[config.mk]
export PLATFORM = sky130hd
export DESIGN_NAME = adder_serial_nibble
export DESIGN_NICKNAME = d
export VERILOG_FILES = /design/src/rtl/adder_serial_nibble.sv
export SDC_FILE = /design/constraint.sdc
export NUM_CORES = 1
export LEC_CHECK = 0
export CAP_MARGIN = 20
export CORE_MARGIN = 4
export CORE_UTILIZATION = 45
export CTS_CLUSTER_SIZE = 12
export DETAILED_ROUTE_END_ITERATION = 8
export GPL_TIMING_DRIVEN = 0
export PLACE_DENSITY = 0.74
export SYNTH_ARGS = -nofsm -noshare
export SYNTH_HDL_FRONTEND = slang
export SYNTH_HIERARCHICAL = 1
export SYNTH_SLANG_ARGS = --single-unit
[constraint.sdc]
create_clock -name clk -period 2.9 [get_ports clk]
set_clock_uncertainty 0.15 [all_clocks]
set_input_delay 0.58 -clock clk [delete_from_list [all_inputs] [get_ports clk]]
set_output_delay 0.58 -clock clk [all_outputs]
set_load 0.02 [all_outputs]
[src/rtl/adder_serial_nibble.sv]
`default_nettype none
// ============================================================================
//  Module   : adder_serial_nibble (with helper slice adder_4bit)
//  Brief    : Multi-cycle WIDTH-bit add/subtract unit built around a single
//             4-bit ripple slice. Operands are latched on an accepted start
//             and one nibble is processed per cycle, LSB first. The carry is
//             chained through a register and sum nibbles are collected into
//             the result register.
//  Macro    : ADDER_SERIAL_FLAGS_EN - adds registered zero/negative outputs.
//  Ports    : clk, rst_n (async, active low)
//             start, sub, a, b       - request and operands (sampled when idle)
//             busy                   - high while nibbles are being processed
//             done                   - one-cycle pulse, result/flags valid
//             result                 - sum/difference, held until next accept
//             carry_out, overflow    - MSB carry (sub: 1 = no borrow), signed ovf
//             zero, negative         - result flags (macro builds only)
//  Revision : 1.0 - initial release
// ============================================================================

// 4-bit ripple slice: sum, carry out and signed overflow of its top bit.
module adder_4bit (
    input  logic [3:0] i_a,
    input  logic [3:0] i_b,
    input  logic       i_cin,
    output logic [3:0] o_sum,
    output logic       o_cout,
    output logic       o_ovf
);
    logic [4:0] w_full;
    logic [3:0] w_low;

    assign w_full = {1'b0, i_a} + {1'b0, i_b} + {4'b0000, i_cin};
    // Sum of the lower three bits: its bit 3 is the carry into bit 3.
    assign w_low  = {1'b0, i_a[2:0]} + {1'b0, i_b[2:0]} + {3'b000, i_cin};

    assign o_sum  = w_full[3:0];
    assign o_cout = w_full[4];
    assign o_ovf  = w_low[3] ^ w_full[4];
endmodule

module adder_serial_nibble #(
    parameter int WIDTH = 32
) (
    input  logic             clk,
    input  logic             rst_n,
    input  logic             start,
    input  logic             sub,
    input  logic [WIDTH-1:0] a,
    input  logic [WIDTH-1:0] b,
    output logic             busy,
    output logic             done,
    output logic [WIDTH-1:0] result,
    output logic             carry_out,
    output logic             overflow
`ifdef ADDER_SERIAL_FLAGS_EN
    ,
    output logic             zero,
    output logic             negative
`endif
);
    localparam int NIB   = WIDTH / 4;
    localparam int CNT_W = (NIB > 1) ? $clog2(NIB) : 1;

    localparam logic [CNT_W-1:0] c_LAST = CNT_W'(NIB - 1);

    localparam logic [1:0] c_IDLE = 2'd0;
    localparam logic [1:0] c_RUN  = 2'd1;
    localparam logic [1:0] c_DONE = 2'd2;

    logic [1:0]       r_state;
    logic [WIDTH-1:0] r_a;
    logic [WIDTH-1:0] r_b;
    logic             r_carry;
    logic [CNT_W-1:0] r_cnt;
    logic [WIDTH-1:0] r_result;
    logic             r_busy;
    logic             r_done;
    logic             r_carry_out;
    logic             r_overflow;

    logic [3:0]       w_sum;
    logic             w_cout;
    logic             w_ovf;
    logic [WIDTH-1:0] w_result_next;
    logic [CNT_W+1:0] w_base;

    // Bit offset of the nibble being processed this cycle.
    assign w_base = {r_cnt, 2'b00};

    adder_4bit u_slice (
        .i_a    (r_a[w_base +: 4]),
        .i_b    (r_b[w_base +: 4]),
        .i_cin  (r_carry),
        .o_sum  (w_sum),
        .o_cout (w_cout),
        .o_ovf  (w_ovf)
    );

    // Result with the current nibble merged in; also feeds the zero flag so
    // it reflects the complete result on the final nibble.
    always_comb begin
        w_result_next = r_result;
        w_result_next[w_base +: 4] = w_sum;
    end

`ifdef ADDER_SERIAL_FLAGS_EN
    logic r_zero;
    logic r_negative;
`endif

    always_ff @(posedge clk or negedge rst_n) begin
        if (!rst_n) begin
            r_state     <= c_IDLE;
            r_a         <= '0;
            r_b         <= '0;
            r_carry     <= 1'b0;
            r_cnt       <= '0;
            r_result    <= '0;
            r_busy      <= 1'b0;
            r_done      <= 1'b0;
            r_carry_out <= 1'b0;
            r_overflow  <= 1'b0;
`ifdef ADDER_SERIAL_FLAGS_EN
            r_zero      <= 1'b0;
            r_negative  <= 1'b0;
`endif
        end else begin
            case (r_state)
                c_IDLE, c_DONE: begin
                    r_done <= 1'b0;
                    if (start) begin
                        // Subtraction is a + ~b + 1: invert b, seed carry.
                        r_a         <= a;
                        r_b         <= sub ? ~b : b;
                        r_carry     <= sub;
                        r_cnt       <= '0;
                        r_result    <= '0;
                        r_carry_out <= 1'b0;
                        r_overflow  <= 1'b0;
`ifdef ADDER_SERIAL_FLAGS_EN
                        r_zero      <= 1'b0;
                        r_negative  <= 1'b0;
`endif
                        r_busy      <= 1'b1;
                        r_state     <= c_RUN;
                    end else begin
                        r_busy  <= 1'b0;
                        r_state <= c_IDLE;
                    end
                end
                c_RUN: begin
                    r_result <= w_result_next;
                    r_carry  <= w_cout;
                    if (r_cnt == c_LAST) begin
                        r_cnt       <= '0;
                        r_carry_out <= w_cout;
                        r_overflow  <= w_ovf;
`ifdef ADDER_SERIAL_FLAGS_EN
                        r_zero      <= (w_result_next == '0);
                        r_negative  <= w_result_next[WIDTH-1];
`endif
                        r_busy      <= 1'b0;
                        r_done      <= 1'b1;
                        r_state     <= c_DONE;
                    end else begin
                        r_cnt <= r_cnt + CNT_W'(1);
                    end
                end
                default: begin
                    r_busy  <= 1'b0;
                    r_done  <= 1'b0;
                    r_state <= c_IDLE;
                end
            endcase
        end
    end

    assign busy      = r_busy;
    assign done      = r_done;
    assign result    = r_result;
    assign carry_out = r_carry_out;
    assign overflow  = r_overflow;
`ifdef ADDER_SERIAL_FLAGS_EN
    assign zero      = r_zero;
    assign negative  = r_negative;
`endif

endmodule
`default_nettype wire

; Word level (Yosys, flattened, before mapping)
; Cells that the tools add are included.
[word_totals]
regBits = 106
inputBits = 68
out_inout_bits = 36
word_cells = 55
[classes]
addsub = 6
eq_ne = 5
shifts = 4
n_mux = 22
n_bitwise = 2
n_reduce_logical = 6
[op_table]
columns = operator, count
row1 = $mux W32, 2
row2 = $pmux W32 S2, 1
row3 = $shiftx A32 B6 Y4, 2
row4 = $bwmux W32, 1
row5 = $not A32 Y32, 1
row6 = $shift A4 B7 Y32 const A, 1
row7 = $shiftx A4 B7 Y32, 1
row8 = $mux W1, 9
row9 = $pmux W1 S2, 4
row10 = $neg A5 Y7, 1
row11 = $mux W3, 2
row12 = $pmux W3 S2, 1
row13 = $add A4 B4 Y5, 1
row14 = $add A5 B1 Y5, 1
row15 = $add A3 B3 Y4, 1
row16 = $add A4 B1 Y4, 1
row17 = $ne A2 B2 Y1 const B, 2
row18 = $pmux W2 S2, 1
row19 = $reduce_and A2 Y1, 2
row20 = $add A3 B1 Y3 const B, 1
row21 = $eq A3 B3 Y1 const B, 1
row22 = $reduce_and A3 Y1, 1
row23 = $eq A2 B1 Y1 const B, 1
row24 = $eq A2 B2 Y1 const B, 1
row25 = other kinds (5), 5

; Logic depth before layout (Yosys ltp)
; Gate-level depths: netlist (run 1).
[logic_depth]
depth_word = 6
depth_mapped = 12
ltp_nobuf = 11

; Cells and area by module
; The synthesis (run 1) kept the hierarchy.
[modules_own_cells]
columns = module, n_inst, cells_per_inst, area_per_inst_um2, seq_area_each_um2
row1 = adder_serial_nibble, 1, 468, 4909.7, 2602.5
row2 = adder_4bit, 1, 22, 176.4, 0.0

; Worst setup path after synthesis (run 1)
; No wires, ideal clock.
[synth_timing]
kind = register -> register
start = register r_cnt[1]
end = register r_overflow (netlist: overflow)
setup_ps = 66
arrival_ps = 2656
required_ps = 2684
path_slack_ps = 28
stages_incl_launch_ff = 12
n_path_buf = 1
period_less_slack_ps = 2872
path_cell_list = dfrtp_1 buf_1 nand2_1 o221ai_1 inv_1 fa_1 fa_1 nand2b_1 a21oi_4 xor2_1 nand3_1 nand2_1
[synth_via]
elab_chain_cells = 6
word_cells_on_any_way = 12
cone_classes = add/sub (4) / eq/ne (2) / shift (2) / mux (2) / bitwise (1) / reduce/logical (1)
[synth_rtl]
columns = element, line_no
row1 = start: declaration, 74  ; logic [CNT_W-1:0] r_cnt;
row2 = start signal: assignment, 166  ; r_cnt <= r_cnt + CNT_W'(1);
row3 = $shiftx A32 B6 Y4 (on tied branches), "91, 92"
row4 = $add A4 B4 Y5 (*), 32  ; assign w_full = {1'b0, i_a} + {1'b0, i_b} + {4'b0000, i_cin};
row5 = $add A5 B1 Y5 (*), 32
row6 = via w_cout, 82  ; logic w_cout;
row7 = $xor A1 B1 Y1 (*), 38  ; assign o_ovf = w_low[3] ^ w_full[4];
row8 = via w_ovf, 83  ; logic w_ovf;
row9 = $mux W1 (*), 154  ; if (r_cnt == c_LAST) begin
row10 = $pmux W1 S2 (*), 128  ; case (r_state)
row11 = end signal: assignment, 157  ; r_overflow <= w_ovf;
row12 = end: declaration, 79  ; logic r_overflow;
; The timed path passes the listed nets; every way through them passes the cells marked *. The select of a mux whose other input is x is not followed.
; A chain may end at the register's enable or synchronous reset.

; Worst setup path in the final report (run 1)
[layout_timing]
start = register r_cnt[0]
end = register r_result[6] (netlist: result[6])
[layout_via]
elab_chain_cells = 6
word_cells_on_any_way = 9
cone_classes = add/sub (3) / shift (4) / mux (2)
[layout_rtl]
columns = element, line_no
row1 = $shiftx A32 B6 Y4 (on tied branches), "91, 92"
row2 = $add A4 B4 Y5 (*), 32
row3 = $add A5 B1 Y5 (*), 32
row4 = via w_sum[2], 81  ; logic [3:0] w_sum;
row5 = $shiftx A4 B7 Y32 (*), 103  ; w_result_next[w_base +: 4] = w_sum;
row6 = $bwmux W32 (*), 103
row7 = $pmux W32 S2 (*), 128
row8 = end signal: assignment, 152  ; r_result <= w_result_next;
row9 = end: declaration, 75  ; logic [WIDTH-1:0] r_result;
; The timed path passes the listed nets; every way through them passes the cells marked *.

==> impl_metrics.csv, run 1 <==
group,metric,value,unit
run_status,outcome,"completed",
yosys,ys.flop_type,"dfrtp_1",
detailed_routing,drtIter0Drc,279,
detailed_routing,route.detailed.drc,0,
setup_path,r2r_setup_slack,0.04,ns
layout,finish.utilization,62.6,%
yosys,synth_seq_cells,104,
setup_path,crit_path_end_kind,"flop",
power_and_ir_drop,ir_worst_vdd,557,µV
floorplanning,dieArea,13100,µm²
layout,multi_input_area,2350,µm²
yosys,seq_area_frac_synth,51.2,%
detailed_routing,post_drt_via_cell_ratio,5.40,
power_and_ir_drop,p_per_area,1260,nW/µm²
place,port_buffers,102,
sta,setup_viol,0,
cts,path_clk_slew,0.07,ns
floorplanning,fp-row-count,38,
sta,fmax,0.349,GHz
floorplanning,die_y,114,µm
floorplanning,initial_utilization,46.5,%
cts,h-tree-depth,3,
global_route,grt_pass1_vias,4161,
cts,postCtsHoldBufs,0,
sta,hold_violations,0,
yosys,synth_most_common_cell,"nand2_1",
layout,drive_above_1_share,14.1,%
sta,fin_crit_sh,98.7,%
yosys,synthAdderAreaFrac,3.49,%
place,place_hpwl,9300,µm
cts,cts_tree,"done",
global_route,antenna_found_initial,0,
layout,syn_to_final_growth,34.6,%
yosys,synth_top_family_by_area,"simple AND/OR/NAND/NOR gates",
global_route,grt_max_degree,75,
setup_path,r2r_cells,11,
yosys,synthArstFlopShare,100,%
yosys,synth_edf_count,0,
yosys,avgSynthCellArea,10.4,µm²
yosys,yosys.area.top_type_share,51.2,%
layout,num_antenna_cells,0,
global_route,grt_overflow,0,
global_route,grt_pass1_wl,20800,µm
layout,seqCellArea,2610,µm²
sta,worst_pin_slew,0.500,ns
sta,max_slew_margin,66.5,%
cts,clock_latency,0.34,ns
yosys,synthSimpleGateAreaFrac,15.3,%
power_and_ir_drop,cellLeakagePower,3.13,nW
sta,final_period_minus_worst_setup_slack,2.86,ns
setup_path,crit_fanout,9,
place,gp_congestion,0.845,
min_path,hold_path_class,"in2async",
detailed_routing,wl_per_cell,16.9,µm
detailed_routing,vias,4111,
floorplanning,die_w,114,µm
setup_path,rr_startpoint,"r_cnt[0]",
yosys,syn_area,5090,µm²
cts,cts_buffer_depth,2,
yosys,netlist_instances,490,
yosys,yosysTopAreaCell,"dfrtp_1",
yosys,syn_nets,571,
global_route,grt.total_usage,20.1,%
setup_path,worstSetupPathType,"reg2reg",
detailed_routing,detail_route.wirelength,12900,µm
cts,cts_buffers,9,
floorplanning,core_area,10900,µm²
yosys,ys_warn_count,6,
yosys,synth_mux_area_share,8.27,%
layout,nFillCells,927,
flow_run,maxCapViolCount,0,
sta,hold_ws,0.0200,ns
yosys,synthTopCellsByArea,"dfrtp_1 (51%), nand2_1 (11%), xnor2_1 (5.7%)",
setup_path,arrival,2.93,ns
cts,cts.sinks,104,
yosys,synth_compound_area_share,11.7,%
layout,nets,700,
setup_path,worstPathRequired,2.97,ns
sta,maxSlewViolCount,0,
detailed_routing,dr.pass1.iters,5,
yosys,ys_types,39,
floorplanning,ios,104,
power_and_ir_drop,total_power,0.00860,W
setup_path,start_kind,"flop",
detailed_routing,ant_nets,0,
yosys,synth_xor_xnor_area_share,6.03,%
yosys,synthTopCellsByCount,"nand2_1 (152), dfrtp_1 (104), o21ai_0 (33), xnor2_1 (33), mux2i_1 (24)",
setup_path,timing.rr.end,"result[6]",
cts,cts_root_buf,"clkbuf_16",
==> stage by stage <==
step | worst slack [ns] | cell area (µm²) | instances | TNS [ns]
global placement | -2.58 | 6280 | 732 | -280.58
floorplan | 0.0283 | 5090 | 490 | 0
global route | -0.0295 | 6850 | 762 | -0.104
CTS | 0.00162 | 6670 | 748 | 0
finish | 0.0378 | 6850 | 762 | 0
detailed placement | -0.783 | 6310 | 733 | -14.22
==> critical path: stages, from the launching register on <==
cell,delay (ns)
dfrtp_2,0.46
buf_12,0.17
mux4_2,0.34
nand2_1,0.08
o221ai_2,0.09
inv_2,0.07
fa_2,0.36
fa_2,0.37
buf_6,0.14
xnor2_4,0.17
buf_6,0.14
a32o_1,0.21
==> layer usage <==
metal | up-vias | track usage, % | share of wire (%)
met5 | - | 0 | 0
met4 | 0 | 5.07 | 1.3
met3 | 17 | 3.81 | 5.0
met2 | 153 | 34.2 | 50
met1 | 2016 | 26.5 | 44
li1 | 1925 | - | -
==> placed cells by master (no fill, tap or decap), drive strengths merged, types with 4 or more instances in the layout <==
cell	netlist	layout
a32o	12	12
o221ai	8	8
o21ai	33	33
nand3	5	5
a22o	13	13
xnor2	33	33
inv	17	17
ha	11	11
a41oi	4	4
nand2	152	152
buf	24	41
clkbuf	5	15
mux4	8	8
nor3	4	4
mux2i	24	24
clkdlybuf4s50	0	101
dfrtp	104	104
nor2	5	5
==> worst max path at each step <==
stage,start,endpoint
final,r_cnt[0],result[6]
after floorplan,r_cnt[1],overflow
after CTS,r_cnt[0],result[3]
after global placement,rst_n,r_b[0]
after global routing,r_cnt[0],result[6]
after detailed placement,r_cnt[1],result[18]
==> state kept, by name, indices dropped and copies added (netlist names) <==
signal	count
r_a	32
r_b	32
result	32
r_cnt	3
carry_out	1
done	1
overflow	1
r_carry	1
r_state	1
==> report_power, final <==
group          leakage (nW)  internal [W]  switching [W]
sequential             1.33       0.00210       0.000435
clock                 0.134      0.000658       0.000518
combinational          1.66       0.00220        0.00269
total                  3.13       0.00496        0.00364
==> layout make-up <==
class	count	area share [%]
inverter	17	0.932
clock inverter	4	0.694
clock buffer	10	3.34
timing repair buffer	119	17.3
multi-input combinational	340	34.3
tap	140	2.56
buffer	28	2.74
sequential	104	38.1
==> logic make-up after synthesis <==
family	count (synthesis)
AND/OR/NAND/NOR	183
flip-flops	104
AO/OA/AOI/OAI	77
buffers and inverters	46
XOR/XNOR	35
multiplexers	32
adder cells (fa/ha/maj)	13
==> timing repair <==
action                                 4_1_cts  5_1_grt
resized for setup                           20       15
pin swaps                                    4        8
endpoints found under the hold margin        0        0
setup endpoints to repair                   27       24
buffers inserted                             2       14
Note: power is estimated with default switching activity, not from simulation.
==> run 2, diff against run 1 <==
--- a/config.mk
+++ b/config.mk
@@ -11,7 +11,7 @@
 export CTS_CLUSTER_SIZE = 12
 export DETAILED_ROUTE_END_ITERATION = 8
 export GPL_TIMING_DRIVEN = 0
-export PLACE_DENSITY = 0.74
+export PLACE_DENSITY = 0.71
 export SYNTH_ARGS = -nofsm -noshare
 export SYNTH_HDL_FRONTEND = slang
 export SYNTH_HIERARCHICAL = 1
==> constraint.sdc (replaced) <==
create_clock -name clk -period 3.1 [get_ports clk]
set_clock_uncertainty 0.15 [all_clocks]
set_input_delay 0.62 -clock clk [delete_from_list [all_inputs] [get_ports clk]]
set_output_delay 0.62 -clock clk [all_outputs]
set_load 0.02 [all_outputs]
==> run 2 against run 1 <==
  * Die area is the same
  * Sequential share of layout area grew 0.93 points
  * First-iteration DRC count shrank 19%
  * Via count shrank 2.7%
  * Maximum frequency shrank 2.7%
  * Clock power shrank 6%
  * Sequential power shrank 7%
  * Wire length shrank 4.5%
  * Critical path type unchanged
==> impl_metrics.csv, run 2 (synthesized netlist as in run 1, its figures left out) <==
group,metric,value,unit
global_route,grt_max_degree,65,
sta,maxSlewViolCount,0,
detailed_routing,post_drt_via_cell_ratio,5.35,
power_and_ir_drop,total_power,0.00749,W
min_path,hold_path_class,"in2async",
setup_path,r2r_setup_slack,0.16,ns
cts,h-tree-depth,3,
floorplanning,dieArea,13100,µm²
detailed_routing,detail_route.wirelength,12300,µm
setup_path,crit_path_end_kind,"flop",
layout,layout_commonest_cell,"nand2_1",
cts,clock_latency,0.34,ns
power_and_ir_drop,p_per_area,1120,nW/µm²
detailed_routing,dr.pass1.iters,5,
layout,layoutNonFillerInstCount,748,
detailed_routing,vias,4001,
sta,worst_pin_slew,0.527,ns
setup_path,path_cells,"buf_6 > mux4_2 > nand2_1 > o221ai_1 > inv_1 > fa_2 > fa_2 > buf_4 > xnor2_4 > inv_1 > mux2i_1",
global_route,grt_pass1_wl,20000,µm
setup_path,worstSetupPathType,"reg2reg",
setup_path,cp_slowest_cell,"dfrtp_2",
setup_path,arrival,3.05,ns
place,gp_congestion,0.781,
detailed_routing,route.detailed.drc,0,
layout,num_antenna_cells,0,
floorplanning,die_w,114,µm
layout,nets,687,
floorplanning,fp-row-count,38,
cts,cts_root_buf,"clkbuf_16",
floorplanning,initial_utilization,46.5,%
setup_path,r2r_cells,11,
setup_path,start_kind,"flop",
floorplanning,ios,104,
sta,tns,0,ns
place,dpl_worst_slack,-0.673,ns
sta,max_slew_margin,64.7,%
sta,fin_ws,0.158,ns
sta,final_period_minus_worst_setup_slack,2.94,ns
detailed_routing,drtIter0Drc,226,
run_status,outcome,"completed",
sta,hold_violations,0,
setup_path,crit_fanout,10,
cts,path_clk_slew,0.07,ns
setup_path,critPathMaxStageDelay,0.46,ns
place,placedCellCount,733,
layout,nFillCells,928,
cts,cts_tree,"done",
sta,setup_viol,0,
setup_path,rr_startpoint,"r_cnt[0]",
flow_run,maxCapViolCount,0,
setup_path,worstPathRequired,3.21,ns
detailed_routing,wl_per_cell,16.4,µm
global_route,grt_pass1_vias,4040,
sta,fmax,0.340,GHz
cts,cts.sinks,104,
place,port_buffers,102,
global_route,grt.total_usage,19.3,%
layout,seqCellArea,2610,µm²
floorplanning,die_y,114,µm
layout,final_cell_mix,"nand2_1 (150), dfrtp_1 (102), clkdlybuf4s50_1 (101)",
setup_path,worst-path-buf-inv,4,
cts,cts_buffers,9,
setup_path,crit_family,"adder cells",
detailed_routing,ant_nets,0,
sta,fin_crit_sh,94.9,%
layout,drive_above_1_share,10.7,%
layout,syn_to_final_growth,31.3,%
layout,multi_input_area,2320,µm²
place,place_hpwl,9220,µm
global_route,antenna_found_initial,0,
setup_path,timing.rr.end,"result[2]",
power_and_ir_drop,ir_worst_vdd,675,µV
power_and_ir_drop,cellLeakagePower,3.04,nW
cts,cts_buffer_depth,2,
floorplanning,core_area,10900,µm²
global_route,grt_overflow,0,
==> run 2: changes by cell type in the layout (fill, tap and decap cells not counted), moves of 2 or more <==
cell	before	now
inv_1	14	17
o221ai_1	6	8
clkinv_2	2	0
o221ai_2	2	0
buf_12	4	0
inv_2	3	0
buf_4	15	5
==> run 2: metal layers <==
layer | GRT usage, % | up-vias | routed length [µm] | part of all wire (%)
met3 | 3.33 | 15 | 591 | 4.8
met4 | 5.70 | 0 | 189 | 1.5
met2 | 32.6 | 127 | 5950 | 48
li1 | - | 1905 | - | -
met5 | 0 | - | 0 | 0
met1 | 25.8 | 1954 | 5580 | 45
==> run 2: worst max path at each step <==
stage             start    endpoint  slack (ns)  cells after the start
2_1_floorplan  r_cnt[1]    overflow        0.23                     11
3_3_place_gp      rst_n     r_b[31]       -2.44                      1
3_5_place_dp   r_cnt[1]   result[2]       -0.67                      9
4_1_cts        r_cnt[0]    overflow        0.02                     12
5_1_grt        r_cnt[0]  result[19]      -0.001                     10
6_report       r_cnt[0]   result[2]        0.16                     11
==> run 2: per-stage QoR <==
step                hold WS [ns]  instance area (µm²)  util [%]
finish                    0.0973                 6680      61.1
global route               0.159                 6680      61.1
CTS                        0.125                 6650      60.8
detailed placement         0.311                 6310      57.7
global placement           0.304                 6280      57.4
floorplan                  0.174                 5090         -
==> run 2: what timing repair did <==
item / in CTS / in global routing
setup endpoints to repair: 27 / 10
pin swaps: 0 / 1
hold buffers: 0 / 0
gates resized for setup: 13 / 4
gates cloned: 0 / 0
buffers inserted: 0 / 3
==> run 2: power breakdown <==
| part | leakage (nW) | internal [W] | switching (W) |
|---|---|---|---|
| logic | 1.57 | 0.00168 | 0.00234 |
| registers | 1.34 | 0.00196 | 0.000395 |
| clock network | 0.133 | 0.000635 | 0.000479 |
==> run 2: final cells by class <==
cell class	count	share of cell area, %
Inverter	17	0.955
Clock inverter	3	0.674
Buffer	28	2.42
Timing Repair Buffer	106	16.0
Sequential cell	104	39.0
Multi-Input combinational cell	340	34.8
Tap cell	140	2.62
Clock buffer	10	3.58
==> run 3, diff against run 2 <==
--- a/config.mk
+++ b/config.mk
@@ -10,8 +10,8 @@
 export CORE_UTILIZATION = 45
 export CTS_CLUSTER_SIZE = 12
 export DETAILED_ROUTE_END_ITERATION = 8
+export DONT_BUFFER_PORTS = 1
 export GPL_TIMING_DRIVEN = 0
-export PLACE_DENSITY = 0.71
 export SYNTH_ARGS = -nofsm -noshare
 export SYNTH_HDL_FRONTEND = slang
 export SYNTH_HIERARCHICAL = 1
==> run 3 against run 2 <==
  * The run now ends with hold timing left
  * Die area stayed put
  * Wire length is 3.3% lower
  * Cell area is 15% lower
  * Total power is 4.5% lower
  * Via count is 12% lower
  * Maximum frequency is 0.80% lower
  * Register-to-register slack worse by 0.02 ns
  * Sequential power is 9.7% higher
  * Clock power is 8% higher
  * Flip-flop and latch count stayed put
  * Sequential share of layout area is 7.1 points higher
  * Largest power group unchanged
==> impl_metrics.csv, run 3 (synthesized netlist as in run 1, its figures left out) <==
group,metric,value,unit
flow_run,maxCapViolCount,0,
detailed_routing,drtIter0Drc,173,
layout,layoutNonFillerInstCount,646,
cts,cts_buffers,9,
setup_path,worstSetupPathType,"reg2reg",
setup_path,crit_path_end_kind,"flop",
setup_path,path_cells,"buf_6 > mux4_2 > nand2_1 > o221ai_1 > inv_1 > fa_2 > fa_2 > buf_4 > xnor2_4 > inv_1 > mux2i_1",
global_route,grt_max_degree,105,
setup_path,worstPathRequired,3.22,ns
cts,cts_tree,"done",
cts,cts.sinks,104,
layout,nFillCells,1036,
layout,final_cell_mix,"nand2_1 (150), dfrtp_1 (102), o21ai_0 (33)",
run_status,outcome,"complete, but fails checks",
layout,drive_above_1_share,12.8,%
global_route,grt_pass1_wl,19300,µm
floorplanning,initial_utilization,46.5,%
setup_path,rr_startpoint,"r_cnt[0]",
layout,syn_to_final_growth,11.0,%
setup_path,cp_slowest_cell,"dfrtp_2",
sta,hold_violations,104,
global_route,antenna_found_initial,0,
floorplanning,die_w,114,µm
cts,clock_latency,0.35,ns
sta,fmax,0.337,GHz
cts,cts_buffer_depth,2,
place,port_buffers,0,
sta,tns,0,ns
detailed_routing,wl_per_cell,18.4,µm
detailed_routing,post_drt_via_cell_ratio,5.47,
power_and_ir_drop,ir_worst_vdd,449,µV
layout,layout_commonest_cell,"nand2_1",
cts,cts_root_buf,"clkbuf_16",
place,placedCellCount,630,
sta,hold_ws,-0.188,ns
sta,setup_viol,0,
run_status,violations,"hold timing",
sta,fin_crit_sh,95.7,%
detailed_routing,dr.pass1.iters,5,
power_and_ir_drop,p_per_area,1270,nW/µm²
setup_path,start_kind,"flop",
sta,rsz0062_at_grt,"no",
cts,path_clk_slew,0.07,ns
sta,max_slew_margin,62.6,%
detailed_routing,route.detailed.drc,0,
global_route,grt_overflow,0,
floorplanning,die_y,114,µm
power_and_ir_drop,cellLeakagePower,2.65,nW
setup_path,worst-path-buf-inv,4,
setup_path,arrival,3.09,ns
setup_path,worst-path-stages,11,
floorplanning,ios,104,
setup_path,r2r_cells,11,
setup_path,crit_family,"adder cells",
setup_path,critPathMaxStageDelay,0.45,ns
sta,worst_pin_slew,0.557,ns
setup_path,r2r_setup_slack,0.13,ns
detailed_routing,vias,3532,
cts,h-tree-depth,3,
global_route,grt.total_usage,19.1,%
layout,nets,582,
sta,final_period_minus_worst_setup_slack,2.97,ns
place,dpl_worst_slack,-0.751,ns
layout,num_antenna_cells,0,
detailed_routing,ant_nets,0,
sta,fin_ws,0.134,ns
floorplanning,core_area,10900,µm²
global_route,grt_pass1_vias,3758,
place,place_hpwl,8800,µm
sta,maxSlewViolCount,0,
setup_path,timing.rr.end,"result[2]",
place,gp_congestion,0.804,
detailed_routing,detail_route.wirelength,11900,µm
floorplanning,dieArea,13100,µm²
floorplanning,fp-row-count,38,
setup_path,crit_fanout,10,
min_path,hold_path_class,"in2async",
## run 3: changes by cell type in the layout (fill, tap and decap cells not counted), moves of 2 or more
cell,delta
clkinv_2,+3
clkinvlp_4,-2
buf_4,-2
clkdlybuf4s50_1,-101
## run 3: metrics by stage
step	power (W)	instance area [µm²]	util [%]	hold WS, ns
3_3_place_gp	0.00558	5260	48.1	0.178
4_1_cts	0.00709	5610	51.3	-0.195
6_report	0.00715	5650	51.6	-0.188
5_1_grt	0.00770	5650	51.6	-0.199
3_5_place_dp	0.00571	5260	48.1	0.177
2_1_floorplan	0.00477	5090	-	0.174
## run 3: timing repair
action | CTS | global route
gates resized for setup | 11 | 7
endpoints found under the hold margin | 104 | 104
setup endpoints to repair | 27 | 20
pin swaps | 0 | 3
buffers inserted | 0 | 2
## run 3: worst max path at each step
stage	end	start	slack, ns
6_report	result[2]	r_cnt[0]	0.13
5_1_grt	result[18]	r_cnt[0]	0.009
4_1_cts	overflow	r_cnt[0]	0.005
3_5_place_dp	result[2]	r_cnt[1]	-0.75
3_3_place_gp	result[18]	r_cnt[1]	-0.76
2_1_floorplan	overflow	r_cnt[1]	0.23
## run 3: metal layers
metal | vias up | global-route usage (%) | part of all wire, %
met5 | - | 0 | 0
met4 | 0 | 6.41 | 1.5
met3 | 16 | 6.40 | 7.4
met2 | 94 | 31.3 | 48
met1 | 1727 | 23.9 | 43
li1 | 1695 | - | -
## run 3: cell type report
cell class	instances	area [µm²]	area share [%]
multi-input combinational	340	2320	41.2
tap	140	175	3.10
clock inverter	6	83.8	1.48
timing repair buffer	2	15.0	0.266
clock buffer	10	229	4.05
inverter	17	63.8	1.13
buffer	27	150	2.66
sequential	104	2610	46.1
## run 3: where the power goes
part	internal, W	total (W)	switching [W]
clock	0.000705	0.00120	0.000496
sequential	0.00196	0.00259	0.000632
combinational	0.00131	0.00336	0.00205
total	0.00398	0.00715	0.00318
